[config.mk]
export PLATFORM = sky130hd
export DESIGN_NAME = pll_lock_supervisor
export DESIGN_NICKNAME = d
export VERILOG_FILES = /design/src/rtl/pll_lock_supervisor.sv
export SDC_FILE = /design/constraint.sdc
export NUM_CORES = 1
export LEC_CHECK = 0
export BUFFER_PORTS_ARGS = -buffer_cell sky130_fd_sc_hd__buf_2
export CAP_MARGIN = 20
export CORE_MARGIN = 4
export CORE_UTILIZATION = 50
export DETAILED_ROUTE_END_ITERATION = 7
export PLACE_DENSITY = 0.72
export SLEW_MARGIN = 10
export SYNTH_ARGS = -nofsm -noshare
export SYNTH_HDL_FRONTEND = slang
export SYNTH_SLANG_ARGS = --single-unit
export TNS_END_PERCENT = 100
[constraint.sdc]
create_clock -name clk -period 2.2 [get_ports clk]
set_input_delay 0.44 -clock clk [delete_from_list [all_inputs] [get_ports clk]]
set_output_delay 0.44 -clock clk [all_outputs]
set_load 0.1 [all_outputs]
[src/rtl/pll_lock_supervisor.sv]
// Purpose     : drives rPLL RESET, qualifies LOCK and holds sys_rst until lock is stable; retries and logs losses.
// Latency     : pll_lock reaches the FSM after 2 sync flops; registered outputs follow the state in the same cycle it is entered.
// Backpressure: none; free-running on the board clock, pll_lock is sampled every cycle and nothing stalls.
module pll_lock_supervisor #(
    parameter int PLL_RST_CYCLES = 16,
    parameter int LOCK_WAIT      = 27000,
    parameter int STABLE_CYCLES  = 2700,
    parameter int MAX_RETRIES    = 3,
    parameter int CNT_W          = 16,
    localparam int RETRY_W       = $clog2(MAX_RETRIES + 1)
) (
    input  logic               clk,
    input  logic               rst,
    input  logic               pll_lock,
    output logic               pll_reset,
    output logic               sys_rst,
    output logic               locked_ok,
    output logic               fault,
    output logic [RETRY_W-1:0] retry_cnt,
    output logic [7:0]         loss_cnt
);

    // Terminal counts for the single shared timer; compared with == only,
    // the timer is cleared on every state change so it never wraps.
    localparam logic [CNT_W-1:0]   RST_LAST    = CNT_W'(PLL_RST_CYCLES - 1);
    localparam logic [CNT_W-1:0]   WAIT_LAST   = CNT_W'(LOCK_WAIT - 1);
    localparam logic [CNT_W-1:0]   STABLE_LAST = CNT_W'(STABLE_CYCLES - 1);
    localparam logic [RETRY_W-1:0] RETRY_MAX   = RETRY_W'(MAX_RETRIES);
    localparam logic [7:0]         LOSS_SAT    = 8'hFF;

    typedef enum logic [2:0] {
        ST_PLL_RST    = 3'd0,
        ST_WAIT_LOCK  = 3'd1,
        ST_STABLE_CHK = 3'd2,
        ST_RUN        = 3'd3,
        ST_FAULT      = 3'd4
    } state_t;

    state_t             state;
    state_t             state_nxt;
    logic [CNT_W-1:0]   timer;
    logic [CNT_W-1:0]   timer_nxt;
    logic [RETRY_W-1:0] retry_q;
    logic [RETRY_W-1:0] retry_nxt;
    logic [7:0]         loss_q;
    logic [7:0]         loss_nxt;

    // LOCK comes from the PLL and is asynchronous here; two flops, no filtering.
    logic lock_meta;
    logic lock_s;

    // Two-flop synchronizer for pll_lock, cleared by rst.
    always_ff @(posedge clk) begin
        if (rst) begin
            lock_meta <= 1'b0;
            lock_s    <= 1'b0;
        end else begin
            lock_meta <= pll_lock;
            lock_s    <= lock_meta;
        end
    end

    // State, timer and counter registers.
    always_ff @(posedge clk) begin
        if (rst) begin
            state   <= ST_PLL_RST;
            timer   <= '0;
            retry_q <= '0;
            loss_q  <= '0;
        end else begin
            state   <= state_nxt;
            timer   <= timer_nxt;
            retry_q <= retry_nxt;
            loss_q  <= loss_nxt;
        end
    end

    // Next-state, timer and counter updates.
    always_comb begin
        state_nxt = state;
        timer_nxt = timer;
        retry_nxt = retry_q;
        loss_nxt  = loss_q;
        case (state)
            ST_PLL_RST: begin
                if (timer == RST_LAST) begin
                    state_nxt = ST_WAIT_LOCK;
                    timer_nxt = '0;
                end else begin
                    timer_nxt = timer + CNT_W'(1);
                end
            end
            ST_WAIT_LOCK: begin
                // A lock seen on the timeout cycle still counts as a lock.
                if (lock_s) begin
                    state_nxt = ST_STABLE_CHK;
                    timer_nxt = '0;
                end else if (timer == WAIT_LAST) begin
                    retry_nxt = retry_q + RETRY_W'(1);
                    timer_nxt = '0;
                    if (retry_nxt == RETRY_MAX) begin
                        state_nxt = ST_FAULT;
                    end else begin
                        state_nxt = ST_PLL_RST;
                    end
                end else begin
                    timer_nxt = timer + CNT_W'(1);
                end
            end
            ST_STABLE_CHK: begin
                // A dropout restarts qualification but is not a failed attempt.
                if (!lock_s) begin
                    state_nxt = ST_WAIT_LOCK;
                    timer_nxt = '0;
                end else if (timer == STABLE_LAST) begin
                    state_nxt = ST_RUN;
                    timer_nxt = '0;
                    retry_nxt = '0;
                end else begin
                    timer_nxt = timer + CNT_W'(1);
                end
            end
            ST_RUN: begin
                if (!lock_s) begin
                    if (loss_q != LOSS_SAT) begin
                        loss_nxt = loss_q + 8'd1;
                    end
                    state_nxt = ST_PLL_RST;
                    timer_nxt = '0;
                end
            end
            ST_FAULT: begin
                // Terminal until rst; everything holds.
            end
            default: begin
                state_nxt = ST_PLL_RST;
                timer_nxt = '0;
            end
        endcase
    end

    // Outputs are decoded from the next state so they change together with it.
    always_ff @(posedge clk) begin
        if (rst) begin
            pll_reset <= 1'b1;
            sys_rst   <= 1'b1;
            locked_ok <= 1'b0;
            fault     <= 1'b0;
        end else begin
            pll_reset <= (state_nxt == ST_PLL_RST);
            sys_rst   <= (state_nxt != ST_RUN);
            locked_ok <= (state_nxt == ST_RUN);
            fault     <= (state_nxt == ST_FAULT);
        end
    end

    assign retry_cnt = retry_q;
    assign loss_cnt  = loss_q;

endmodule

==> flow_metrics.py <==
metrics = {
    "timing": {
        "fin_crit_ns": 2.13,
        "hold_violations": 0,
        "max_freq_mhz": 469,
        "timing.final.ws_setup_ns": 0.0680,
        "setup_viol": 0,
        "fin_worst_skew_ns": 0.0153,
        "worst_pin_slew_ns": 0.493,
        "holdWs_ns": 0.327,
        "maxSlewHeadroom_pct": 67.3,
        "rsz0062_at_grt": "yes",
        "slew_viol_final": 0,
        "min_period_over_period_pct": 96.9,
    },
    "worst_setup_path": {
        "crit_arrival_ns": 2.39,
        "r2r-start": "timer[6]$_SDFFE_PP0P_",
        "crit_path_start": "timer[6]$_SDFFE_PP0P_",
        "critPathRequiredTime_ns": 2.46,
        "crit_fanout": 6,
        "max_stage_delay_ns": 0.55,
        "worstSetupEndpointType": "register",
        "cpLargestDelayFamily": "simple AND/OR/NAND/NOR gates",
        "cp.buffers_inverters": 1,
        "crit_type": "reg2reg",
        "r2r_slack_ns": 0.07,
        "start_kind": "register",
        "slowest_stage": "or4_4",
        "crit_chain": "or4_4 -> nor4_4 -> buf_4 -> or3_1 -> a31oi_2 -> a31o_2",
    },
    "detailed_routing": {
        "viasPerCell": 5.88,
        "finalWirelength_mm": 4.15,
        "drtIter0Drc": 130,
        "ant_nets": 0,
        "drc_errors": 0,
        "vias": 1636,
        "firstDrtPassIters": 4,
        "wl_per_cell_um": 14.9,
    },
    "layout": {
        "post-route-cell-area_mm2": 0.00214,
        "n_antenna_cell": 0,
        "final_common_cell": "nor2_1",
        "layout-drive-gt1-share_pct": 29.1,
        "final_cell_mix": "nor2_1, dfxtp_1, buf_2, buf_4, nand2_1",
        "nNetsFinal": 239,
        "syn_to_final_growth_pct": 25.2,
    },
    "global_routing": {
        "grt_usage_pct": 20.0,
        "overflow": 0,
        "grt_max_degree": 28,
        "first_global_vias": 1504,
        "antenna_found_initial": 0,
        "grt_pass1_wl_mm": 6.69,
    },
    "logic_synthesis": {
        "synthMuxAreaShare_pct": 0.585,
        "synth_top_family_by_area": "simple AND/OR/NAND/NOR gates",
        "synth_area_mm2": 0.00171,
        "netlist_instances": 198,
        "synth_edf_count": 0,
        "yosys.area_share.simple_pct": 32.1,
        "syn_nets": 204,
        "ys_seq_elements": 35,
        "ys.warnings.count": 0,
        "synth-xor-area-share_pct": 7.68,
        "avgSynthCellArea_um2": 8.64,
        "synthFlopType": "dfxtp_1",
        "synth_compound_area_share_pct": 13.5,
        "yosysUniqueCellTypes": 41,
        "async_flop_share_pct": 0,
        "yosys.area_share.adder_pct": 2.19,
        "ys_seq_area_share_pct": 41.0,
    },
    "die": {
        "fp-row-count": 20,
        "die_h_um": 66.5,
        "start_util_pct": 54.2,
        "io_pins": 17,
        "die_area_mm2": 0.00442,
        "core_region_area_mm2": 0.00315,
        "die_w_um": 66.5,
    },
    "clock_network": {
        "clock_latency_ns": 0.35,
        "cts_sinks": 35,
        "cts_buffer_depth": 2,
        "htreeDepth": 2,
        "cts_tree": "yes",
        "cts_made_buffers": 5,
        "ctsHoldBuffers": 0,
        "clock_tree.root_cell": "clkbuf_4",
        "cts.clk_slew.worst_paths_ns": 0.12,
    },
    "power": {
        "p_int_mw": 0.928,
        "seq_power_share_pct": 54.7,
        "p_switching_mw": 0.251,
        "ir_worst_vdd_uv": 373,
        "swShare_pct": 21.3,
        "power_frac_comb_pct": 3.7,
        "p_per_area_mw_per_mm2": 551,
        "leakagePower_nw": 0.784,
        "finalPower_mw": 1.18,
        "clock_power_share_pct": 41.6,
    },
    "worst_hold_path": {
        "hp-start": "pll_lock",
        "hold_path.class": "in2reg",
    },
    "place": {
        "dp_slack_ns": 0.00589,
        "hpwl_mm": 2.80,
        "dpl_cell_area_mm2": 0.00194,
        "io_buffers": 16,
        "gp_congestion": 0.896,
    },
    "status": {
        "status": "finished, final reports clean",
    },
    "job": {
        "cap_violations": 0,
    },
}
worst reg2reg max path, stage by stage, from the launching register on:
cell and delay, ns:
dfxtp_2 0.36, or4_4 0.55, nor4_4 0.44, buf_4 0.19, or3_1 0.11, a31oi_2 0.13
a31o_2 0.26
through the flow:
| step | cells | setup TNS, ns | utilization, % |
|---|---|---|---|
| 6_report | 278 | 0 | 67.9 |
| 4_1_cts | 275 | 0 | 65.0 |
| 5_1_grt | 278 | -0.00960 | 67.9 |
| 3_5_place_dp | 267 | 0 | 61.5 |
| 2_1_floorplan | 198 | 0 | - |
| 3_3_place_gp | 267 | 0 | 61.5 |
repair_timing:
item,4_1_cts,5_1_grt
buffers inserted,0,1
pin swaps,0,4
resized for setup,2,14
endpoints found under the setup margin,3,14
endpoints found under the hold margin,0,0
gates cloned,0,2
worst paths after layout:
| check | endpoint | cells after the start |
|---|---|---|
| setup / recovery | pll_reset$_SDFF_PP1_ | 6 |
| hold / removal | lock_meta$_SDFF_PP0_ | 2 |
| setup reg to reg | pll_reset$_SDFF_PP1_ | 6 |
| hold reg to reg | lock_s$_SDFF_PP0_ | 1 |
power by group through the flow:
stage / Sequential [mW] / Combinational [mW] / Clock [mW]
2_1_floorplan: 0.658 / 0.0267 / 0
3_3_place_gp: 0.659 / 0.0335 / 0
3_5_place_dp: 0.659 / 0.0352 / 0
4_1_cts: 0.645 / 0.0357 / 0.500
5_1_grt: 0.647 / 0.0472 / 0.534
6_report: 0.645 / 0.0431 / 0.490
layer usage:
| layer | track usage, % | share of wire (%) | vias to the layer above |
|---|---|---|---|
| met4 | 8.88 | 1.7 | 0 |
| li1 | - | - | 791 |
| met1 | 24.4 | 44 | 771 |
| met5 | 0 | 0 | - |
| met2 | 32.6 | 46 | 67 |
| met3 | 5.56 | 7.5 | 7 |
flip-flops by register name, indices dropped and copies added, names as in the netlist, 2 cells and up:
name,count
state,3
loss_cnt,8
retry_cnt,2
timer,16
cells by family (layout without fill, tap and decap cells):
kind of cell	after synthesis	after routing
buffers and inverters	13	47
DFF	35	35
adders and majority gates	3	3
xor gates and xnor gates	15	15
muxes	1	1
and+or+nand+nor	101	101
AOI/OAI and AO/OA	30	32
cell usage after synthesis (2+ instances only):
| master | n | area share (%) |
|---|---|---|
| or3_1 | 6 | 2.2 |
| a211oi_1 | 2 | 0.88 |
| clkbuf_1 | 4 | 0.88 |
| o21ai_0 | 7 | 2.0 |
| inv_1 | 7 | 1.5 |
| ha_1 | 3 | 2.2 |
| a22oi_1 | 2 | 0.88 |
| nand2b_1 | 3 | 1.1 |
| nor3b_1 | 2 | 0.88 |
| o31ai_1 | 2 | 0.88 |
| nand4b_1 | 2 | 1.0 |
| or4_1 | 6 | 2.6 |
| nand3b_1 | 4 | 1.8 |
| nor2_1 | 31 | 6.8 |
| buf_2 | 2 | 0.59 |
| a21oi_1 | 6 | 1.8 |
| nand3_1 | 9 | 2.6 |
| xor2_1 | 6 | 3.1 |
| nor2b_1 | 4 | 1.5 |
| xnor2_1 | 9 | 4.6 |
| a31o_2 | 2 | 1.0 |
| dfxtp_1 | 35 | 41 |
| nor4_1 | 5 | 1.8 |
| nand2_1 | 14 | 3.1 |
| nand4_1 | 5 | 1.8 |
| nor3_1 | 2 | 0.59 |
| a31oi_1 | 3 | 1.1 |
| or3b_2 | 2 | 1.0 |
layout make-up:
class,instances,area (µm²)
flip-flops and latches,35,712
repair buffers,32,200
inverters,7,26.3
clock inverters,2,35.0
multi-input cells,152,1060
fillers,255,1010
clock buffers,6,51.3
well taps,44,55.1
Power figures use the tool's default switching activity.
